$ cat config.mk
export PLATFORM = sky130hd
export DESIGN_NAME = sum_bcd_conv
export DESIGN_NICKNAME = d
export VERILOG_FILES = /design/src/rtl/sum_bcd_conv.sv
export SDC_FILE = /design/constraint.sdc
export NUM_CORES = 1
export LEC_CHECK = 0
export CAP_MARGIN = 20
export CORE_MARGIN = 8
export CORE_UTILIZATION = 56
export CTS_BUF_LIST = sky130_fd_sc_hd__clkbuf_4 sky130_fd_sc_hd__clkbuf_8
export DETAILED_ROUTE_END_ITERATION = 8
export GPL_TIMING_DRIVEN = 0
export PLACE_DENSITY = 0.81
export SYNTH_ARGS = -nofsm -noshare
export SYNTH_HDL_FRONTEND = slang
export SYNTH_SLANG_ARGS = --single-unit
$ cat constraint.sdc
create_clock -name clk -period 1.8 [get_ports clk]
set_input_delay 0.36 -clock clk [delete_from_list [all_inputs] [get_ports clk]]
set_output_delay 0.36 -clock clk [all_outputs]
set_load 0.005 [all_outputs]
$ cat src/rtl/sum_bcd_conv.sv
// sum_bcd_conv: signed adder result to sign + three BCD digits via iterative double-dabble
module sum_bcd_conv #(
  parameter int WIDTH = 8
) (
  input  logic             clk,
  input  logic             rst,
  input  logic             start,
  input  logic [WIDTH-1:0] s_in,
  input  logic             cout_in,
  input  logic             sel_in,
  output logic             busy,
  output logic             done,
  output logic             neg,
  output logic [3:0]       bcd2,
  output logic [3:0]       bcd1,
  output logic [3:0]       bcd0
);
  localparam logic [0:0] IDLE = 1'b0;
  localparam logic [0:0] SHIFT = 1'b1;
  localparam logic [WIDTH:0] FULL = {1'b1, {WIDTH{1'b0}}};
  logic [0:0] state;
  logic [WIDTH:0] mag, mag_in;
  logic [10:0] acc, adj;
  logic [11:0] nxt;
  logic [3:0] count;
  logic sign, sign_in;
  // hundreds digit never exceeds 5 for a 9-bit magnitude, so 3 bits hold it during conversion
  always_comb begin
    sign_in = sel_in & ~cout_in;
    mag_in = !sel_in ? {cout_in, s_in} : cout_in ? {1'b0, s_in} : FULL - {1'b0, s_in};
    adj[3:0] = acc[3:0] + (acc[3:0] >= 4'd5 ? 4'd3 : 4'd0);
    adj[7:4] = acc[7:4] + (acc[7:4] >= 4'd5 ? 4'd3 : 4'd0);
    adj[10:8] = acc[10:8] + (acc[10:8] >= 3'd5 ? 3'd3 : 3'd0);
    nxt = {adj, mag[WIDTH]};
  end
  always_ff @(posedge clk) begin
    if (rst) begin
      state <= IDLE;
      busy <= 1'b0;
      done <= 1'b0;
      neg <= 1'b0;
      bcd2 <= 4'd0;
      bcd1 <= 4'd0;
      bcd0 <= 4'd0;
      mag <= '0;
      acc <= '0;
      count <= 4'd0;
      sign <= 1'b0;
    end else begin
      done <= 1'b0;
      if (state == IDLE) begin
        if (start) begin
          sign <= sign_in;
          mag <= mag_in;
          acc <= '0;
          count <= 4'(WIDTH + 1);
          busy <= 1'b1;
          state <= SHIFT;
        end
      end else begin
        acc <= nxt[10:0];
        mag <= {mag[WIDTH-1:0], 1'b0};
        count <= count - 4'd1;
        if (count == 4'd1) begin
          bcd2 <= nxt[11:8];
          bcd1 <= nxt[7:4];
          bcd0 <= nxt[3:0];
          neg <= sign;
          done <= 1'b1;
          busy <= 1'b0;
          state <= IDLE;
        end
      end
    end
  end
endmodule
* Yosys cells after proc, flatten, opt, wreduce, memory -nomap -nowiden *
Index checks and enable logic that the tools add are counted.

word-level totals
  output and inout port bits = 15
  flip-flop bits (word level) = 41

operators by class
  mux-type cells = 18
  bitwise operators = 3
  add/sub/neg operators = 5
  equality and inequality tests = 2
  magnitude comparators = 3
  reduce and logical (&&, ||, !) cells = 6

operator list
  operator                                                            count
  2-to-1 mux 9 bit                                                    4
  2-to-1 mux 11 bit                                                   2
  subtractor 9 x 8 -> 9 bit (first input constant)                    1
  adder 4 x 2 -> 4 bit                                                2
  greater-or-equal comparator 4 x 3 -> 1 bit (second input constant)  2
  2-to-1 mux 4 bit                                                    2
  2-to-1 mux 1 bit                                                    7
  2-to-1 mux 2 bit                                                    3
  AND reduction 2 bit                                                 3
  equality test 4 x 1 -> 1 bit (second input constant)                1
  OR reduction 2 bit                                                  2
  subtractor 4 x 1 -> 4 bit (second input constant)                   1
  adder 3 x 2 -> 3 bit                                                1
  greater-or-equal comparator 3 bit (second input constant)           1
  != test 2 x 1 -> 1 bit (second input constant)                      1
  inverter 1 bit                                                      2
  nonzero test 2 bit                                                  1
  bitwise AND 1 bit                                                   1

* Logic depth before layout (Yosys ltp) *
Gate-level depths: netlist of run 1.

  depth after elaboration = 5
  depth in mapped cells = 8
  mapped depth without buffers = 8

* Least setup slack after synthesis of run 1 *
No wires, ideal clock.

  path type = register -> register
  start = register acc[5]
  end = register acc[7]
  slack = 175 ps
  clock period less this slack = 1625 ps
  data required time = 1672 ps
  setup time = 128 ps
  arrival = 1497 ps
  stages on the path, launching flop included = 8
  cells stage by stage = dfxtp_1 o21ai_0 nand2b_1 ha_1 fa_1 xor2_1 a21oi_1 nor2_1

on the way
  longest elaborated chain between the ends = 4

ends and longest elaborated chain
  element                                     line  text
  from (decl)                                 23    logic [10:0] acc, adj;
  from (signal assigned)                      61    acc <= nxt[10:0];
  greater-or-equal comparator 4 x 3 -> 1 bit  32    adj[7:4] = acc[7:4] + (acc[7:4] >= 4'd5 ? 4'd3 : 4'd0);
  2-to-1 mux 2 bit                            32
  adder 4 x 2 -> 4 bit (*)                    32
  2-to-1 mux 11 bit (*)                       51    if (state == IDLE) begin

Mark *: on every way between the ends. The rest lies on a longest branch, timed or not.
A chain may end at the register's enable or synchronous reset.

* Final worst setup path of run 1 *
  start = register acc[4]
  end = register acc[7]

The elaborated chain is that of the path after synthesis.

==> flow_metrics.tcl, run 1 <==
set metrics [dict create \
    gp_congestion 0.859 \
    drive_gt1_share_pct 12.5 \
    synthAdderAreaFrac_pct 7.98 \
    dp_hpwl_mm 3.32 \
    grt_max_degree 13 \
    syn_inst 219 \
    finalSetupViolCount 0 \
    hold_violations 0 \
    hold_end "sign" \
    synth_cell_type_count 46 \
    path_clk_slew_ps 120 \
    ys.flop_type "dfxtp_1" \
    htree_levels 2 \
    fin_crit_ps 1700 \
    async_flop_share_pct 0 \
    synth.ff_latch_count 41 \
    ant_nets 0 \
    antennaDiodeCount 0 \
    tns_ps 0 \
    clk_path_buf_depth 2 \
    grt_use_total_pct 17.6 \
    synthSimpleGateAreaFrac_pct 21.5 \
    synthMuxAreaShare_pct 1.06 \
    die-width_um 75.9 \
    cts_tree "done" \
    synth_sequential_area_ratio_pct 40.9 \
    slew_headroom_pct 63.6 \
    cts_hold_buf 0 \
    endpoint_kind "register" \
    whs_ps 468 \
    vias 1713 \
    vdd_drop_max_mv 0.781 \
    regToRegSetupSlack_ps 100 \
    status "complete, no violations" \
    core_sq_um 3390 \
    initial_core_util_pct 59.2 \
    hp-class "reg2reg" \
    netlist_top_cells_area "dfxtp_1 (41%), nor3b_1 (5.6%), a21oi_1 (5.0%)" \
    finalWirelength_mm 4.59 \
    cp.required_ps 2040 \
    synthXorXnorAreaFrac_pct 3.05 \
    antenna_found_initial 0 \
    yosysWarningCount 0 \
    remaining_drc_errors 0 \
    synth_top_family_by_area "simple AND/OR/NAND/NOR gates" \
    rr_endpoint "acc[7]" \
    via_per_inst 5.67 \
    grt_pass1_vias 1685 \
    nFillCells 248 \
    worstRegToRegCells 7 \
    synth_top_area_share_pct 40.9 \
    tightest_slew_ps 546 \
    grt.overflow.total 0 \
    worstPathArrival_ps 1940 \
    num_rows 21 \
    fmax_mhz 590 \
    rsz0062_at_grt "true" \
    drt_iter0_drc 160 \
    postSynthAreaPerCell_sq_um 9.17 \
    wl_per_cell_um 15.2 \
    area_growth_pct 22.2 \
    slew_violations 0 \
    p_leak_uw 0.000952 \
    cts.sinks 41 \
    r2r-start "acc[4]" \
    finClkSkew_ps 6.16 \
    firstDrtPassIters 4 \
    min_period_over_period_pct 94.2 \
    cts_buffers 5 \
    min_path_cells 2 \
    power.density_nw_per_um2 756 \
    synth_nets 243 \
    die_height_um 75.9 \
    crit_fanout 3 \
    layout.nets 279 \
    max_cap_viol_count 0 \
    yosys.area.top_type "dfxtp_1" \
    synth_edf_count 0 \
    worst_setup_path_start_kind "register" \
    synth_compound_area_share_pct 19.3 \
    cts_root_buf "clkbuf_4" \
    syn_area_sq_um 2010 \
    pin_count 28 \
    crit_type "reg2reg" \
    dieArea_sq_um 5760 \
    port_buffers 27 \
    clock_latency_ps 350 \
    grt_pass1_wl_mm 7.67 \
    min_from "sign" \
]
## cell usage after synthesis, types with 2 or more instances
cell type,number
ha_1,8
a21oi_1,20
a22o_1,11
clkbuf_1,2
o32ai_1,3
nor3b_1,15
xor2_1,4
nor2_1,21
o22ai_1,2
a221oi_1,2
nand3b_1,2
inv_1,13
nand2_1,8
xnor2_1,3
nor3_1,9
o21a_1,3
buf_1,2
dfxtp_1,41
nor2b_1,3
buf_2,4
o2bb2ai_1,3
nand2b_1,6
buf_4,4
and2b_1,2
fa_1,3
o21ai_0,5
## cell usage in the layout (no fill, tap or decap), types with 2 or more instances in the layout
cell type / instances
buf_2: 4
o32ai_1: 3
inv_1: 13
nor2_1: 21
dfxtp_2: 4
nand3b_1: 2
o21a_1: 3
nand2b_1: 6
clkbuf_4: 6
buf_4: 6
o22ai_1: 2
fa_1: 3
a221oi_1: 2
and2b_1: 2
o21ai_0: 5
clkbuf_1: 2
buf_1: 2
xor2_1: 4
xnor2_1: 3
nand2_1: 8
nor2b_1: 3
clkdlybuf4s50_1: 27
a21oi_1: 19
nor3b_1: 15
o2bb2ai_1: 3
dfxtp_1: 37
a22o_1: 11
ha_1: 6
ha_2: 2
nor3_1: 9
## how the worst max path moves through the flow
stage / from / to / slack, ps
floorplan: acc[5] / acc[7] / 180
global placement: s_in[0] / mag[2] / -130
detailed placement: s_in[0] / mag[2] / -180
CTS: acc[5] / acc[7] / 7
global route: acc[4] / acc[7] / -10
finish: acc[4] / acc[7] / 100
## registers in the layout, indices dropped and copies added, names as in the netlist
name   flops
bcd2       4
mag        9
done       1
count      4
acc       11
bcd1       4
bcd0       4
busy       1
neg        1
state      1
sign       1
## where the power goes
group / switching [uW] / total (uW) / internal [uW]
Sequential: 19.7 / 958 / 938
Combinational: 135 / 241 / 106
Clock: 309 / 656 / 347
## what timing repair did
action / CTS / global route
endpoints found under the setup margin: 0 / 5
setup buffers: 0 / 2
gates resized for setup: 0 / 7
## final cells by class
type | instances | area [sq um] | share of cell area, %
Multi-Input combinational cell | 152 | 1070 | 43.7
Sequential cell | 41 | 826 | 33.7
Timing Repair Buffer | 29 | 285 | 11.6
Buffer | 13 | 76.3 | 3.11
Clock buffer | 7 | 58.8 | 2.40
Tap cell | 46 | 57.6 | 2.35
Inverter | 13 | 48.8 | 1.99
Clock inverter | 1 | 30.0 | 1.22
## stage by stage
stage,instance area [sq um],std cells,utilization (%),total power (uW),setup WS [ps]
after global placement,2340,292,68.9,1210,-126
after detailed placement,2340,292,68.9,1220,-185
final,2450,302,72.4,1850,104
after floorplan,2010,219,-,1130,175
after CTS,2420,300,71.5,1850,7.10
after global routing,2450,302,72.4,1930,-11.6
## critical path, stage by stage (launching register included)
cell and delay, ps:
dfxtp_1 350, o21ai_0 160, nand2b_1 130, ha_2 210, fa_1 370, xor2_1 180
a21oi_1 150, nor2_1 50
## cell families after synthesis
logic type               after synthesis
flip-flops                            41
multiplexers                           2
XOR/XNOR                               7
adder cells (fa/ha/maj)               11
buffers and inverters                 26
AO/OA/AOI/OAI                         56
AND/OR/NAND/NOR                       76
## metal layers
layer / track usage (%) / vias up / routed length (um)
met1: 21.9 / 826 / 2140
met3: 3.95 / 7 / 233
met4: 5.97 / 0 / 49
met2: 29.0 / 32 / 2170
met5: 0 / - / 0
li1: - / 848 / -
No activity file was read; power rests on OpenSTA's default activity.
==> inputs of run 2 (changes only) <==
- CTS_CLUSTER_DIAMETER: not set -> 100
==> results of run 2 <==
The final DEF is identical to that of run 1; final timing and power are the same.
==> inputs of run 3 (changes only) <==
- ABC_AREA: not set -> 0
- SKIP_LAST_GASP: not set -> 1
==> run 3 against run 2 <==
- global-route usage is the same
- largest power group unchanged
- total power is essentially flat
- maximum frequency down 0.69%
- critical path type unchanged
- die area unchanged
- wire length rose by 0.22%
- sequential power about the same
- first-iteration DRC count decreased by 15%
- worst hold slack better by 1.9 ps
==> flow_metrics.tcl, run 3 (same netlist as run 1, synthesis figures left out) <==
set metrics [dict create \
    status "complete, no violations" \
    tightest_slew_ps 555 \
    placed_area_sq_um 2340 \
    min_path_cells 2 \
    rsz0062_at_grt "true" \
    route.met3.wl_um 242 \
    fmax_mhz 586 \
    slew_headroom_pct 63.0 \
    critical_path.startpoint "acc[4]" \
    worstRegToRegCells 7 \
    vdd_drop_max_mv 0.779 \
    path_clk_slew_ps 120 \
    die_height_um 75.9 \
    area_growth_pct 22.2 \
    endpoint_kind "register" \
    hold_violations 0 \
    via_per_inst 5.67 \
    grt_max_degree 13 \
    cts_hold_buf 0 \
    grt_use_total_pct 17.6 \
    met2_length_mm 2.16 \
    hp-class "reg2reg" \
    most-common-layout-cells "dfxtp_1 (37), clkdlybuf4s50_1 (27), nor2_1 (21), a21oi_1 (19), nor3b_1 (15)" \
    antenna_found_initial 0 \
    wl_met1_mm 2.14 \
    routed.top_layer "met4" \
    htree_levels 2 \
    die-width_um 75.9 \
    core_sq_um 3390 \
    crit_type "reg2reg" \
    min_period_over_period_pct 94.9 \
    cts_root_buf "clkbuf_4" \
    worst_setup_path_start_kind "register" \
    ant_nets 0 \
    finalWirelength_mm 4.60 \
    grt.overflow.total 0 \
    layout.nets 279 \
    finClkSkew_ps 6.87 \
    cts_tree "done" \
    firstDrtPassIters 4 \
    clock_latency_ps 350 \
    gp_congestion 0.859 \
    num_rows 21 \
    max_cap_viol_count 0 \
    antennaDiodeCount 0 \
    crit_fanout 3 \
    slew_violations 0 \
    vias 1711 \
    p_leak_uw 0.000952 \
    remaining_drc_errors 0 \
    initial_core_util_pct 59.2 \
    finalSetupViolCount 0 \
    dp_hpwl_mm 3.32 \
    rr_endpoint "acc[7]" \
    dieArea_sq_um 5760 \
    clk_path_buf_depth 2 \
    mostFrequentLayoutCell "dfxtp_1" \
    min_from "sign" \
    drive_gt1_share_pct 12.5 \
    port_buffers 27 \
    regToRegSetupSlack_ps 90 \
    pin_count 28 \
    power.density_nw_per_um2 757 \
    r2r-start "acc[4]" \
    top_register "acc" \
    fin_area_sq_um 2450 \
    fin_crit_ps 1710 \
    grt_pass1_wl_mm 7.67 \
    finalPower_uw 1860 \
    wl_per_cell_um 15.2 \
    hold_end "sign" \
    largest_register_ffs 11 \
    worstPathArrival_ps 1950 \
    grt_pass1_vias 1685 \
    cts_buffers 5 \
    cp.required_ps 2040 \
    drt_iter0_drc 136 \
    reg_top3 "acc x11, mag x9" \
    cts.sinks 41 \
]
## run 3: cell counts in the layout (fill, tap and decap cells not counted)
No cell type changed its count.
## run 3: how the worst max path moves through the flow
stage                        end  slack, ps  cells past startpoint
final                     acc[7]         90                      7
after detailed placement  mag[2]       -180                      7
after CTS                 acc[7]          7                      7
after global placement    mag[2]       -130                      7
after global routing      acc[7]        -10                      7
after floorplan           acc[7]        180                      7
## run 3: power by group
group / switching [uW] / internal (uW)
combinational: 135 / 106
clock: 310 / 347
sequential: 19.8 / 938
## run 3: routing by layer
| layer | vias up | global-route usage (%) |
|---|---|---|
| li1 | 847 | - |
| met1 | 820 | 21.9 |
| met2 | 35 | 29.0 |
| met3 | 9 | 3.95 |
| met4 | 0 | 5.97 |
| met5 | - | 0 |
## run 3: area by class of cell
| type | count | area (sq um) |
|---|---|---|
| buffer | 13 | 76.3 |
| clock buffer | 7 | 58.8 |
| clock inverter | 1 | 30.0 |
| fill | 248 | 936 |
| inverter | 13 | 48.8 |
| multi-input combinational | 152 | 1070 |
| sequential | 41 | 826 |
| tap | 46 | 57.6 |
| timing repair buffer | 29 | 285 |
## run 3: worst max-delay path, stage by stage, from the launching register on
cell and delay (ps):
dfxtp_1 350, o21ai_0 160, nand2b_1 130, ha_2 210, fa_1 370, xor2_1 180
a21oi_1 160, nor2_1 50
## run 3: repair_timing
item / in CTS / in global routing
gates resized for setup: 0 / 7
setup endpoints to repair: 0 / 5
buffers inserted: 0 / 2
## run 3: metrics by stage
step	hold slack (ps)	TNS [ps]	util, %	instances	setup slack, ps
finish	470	0	72.4	302	92.1
global route	493	-32.4	72.4	302	-11.6
CTS	475	0	71.5	300	7.10
detailed placement	454	-582	68.9	292	-185
global placement	450	-413	68.9	292	-126
floorplan	436	0	-	219	175
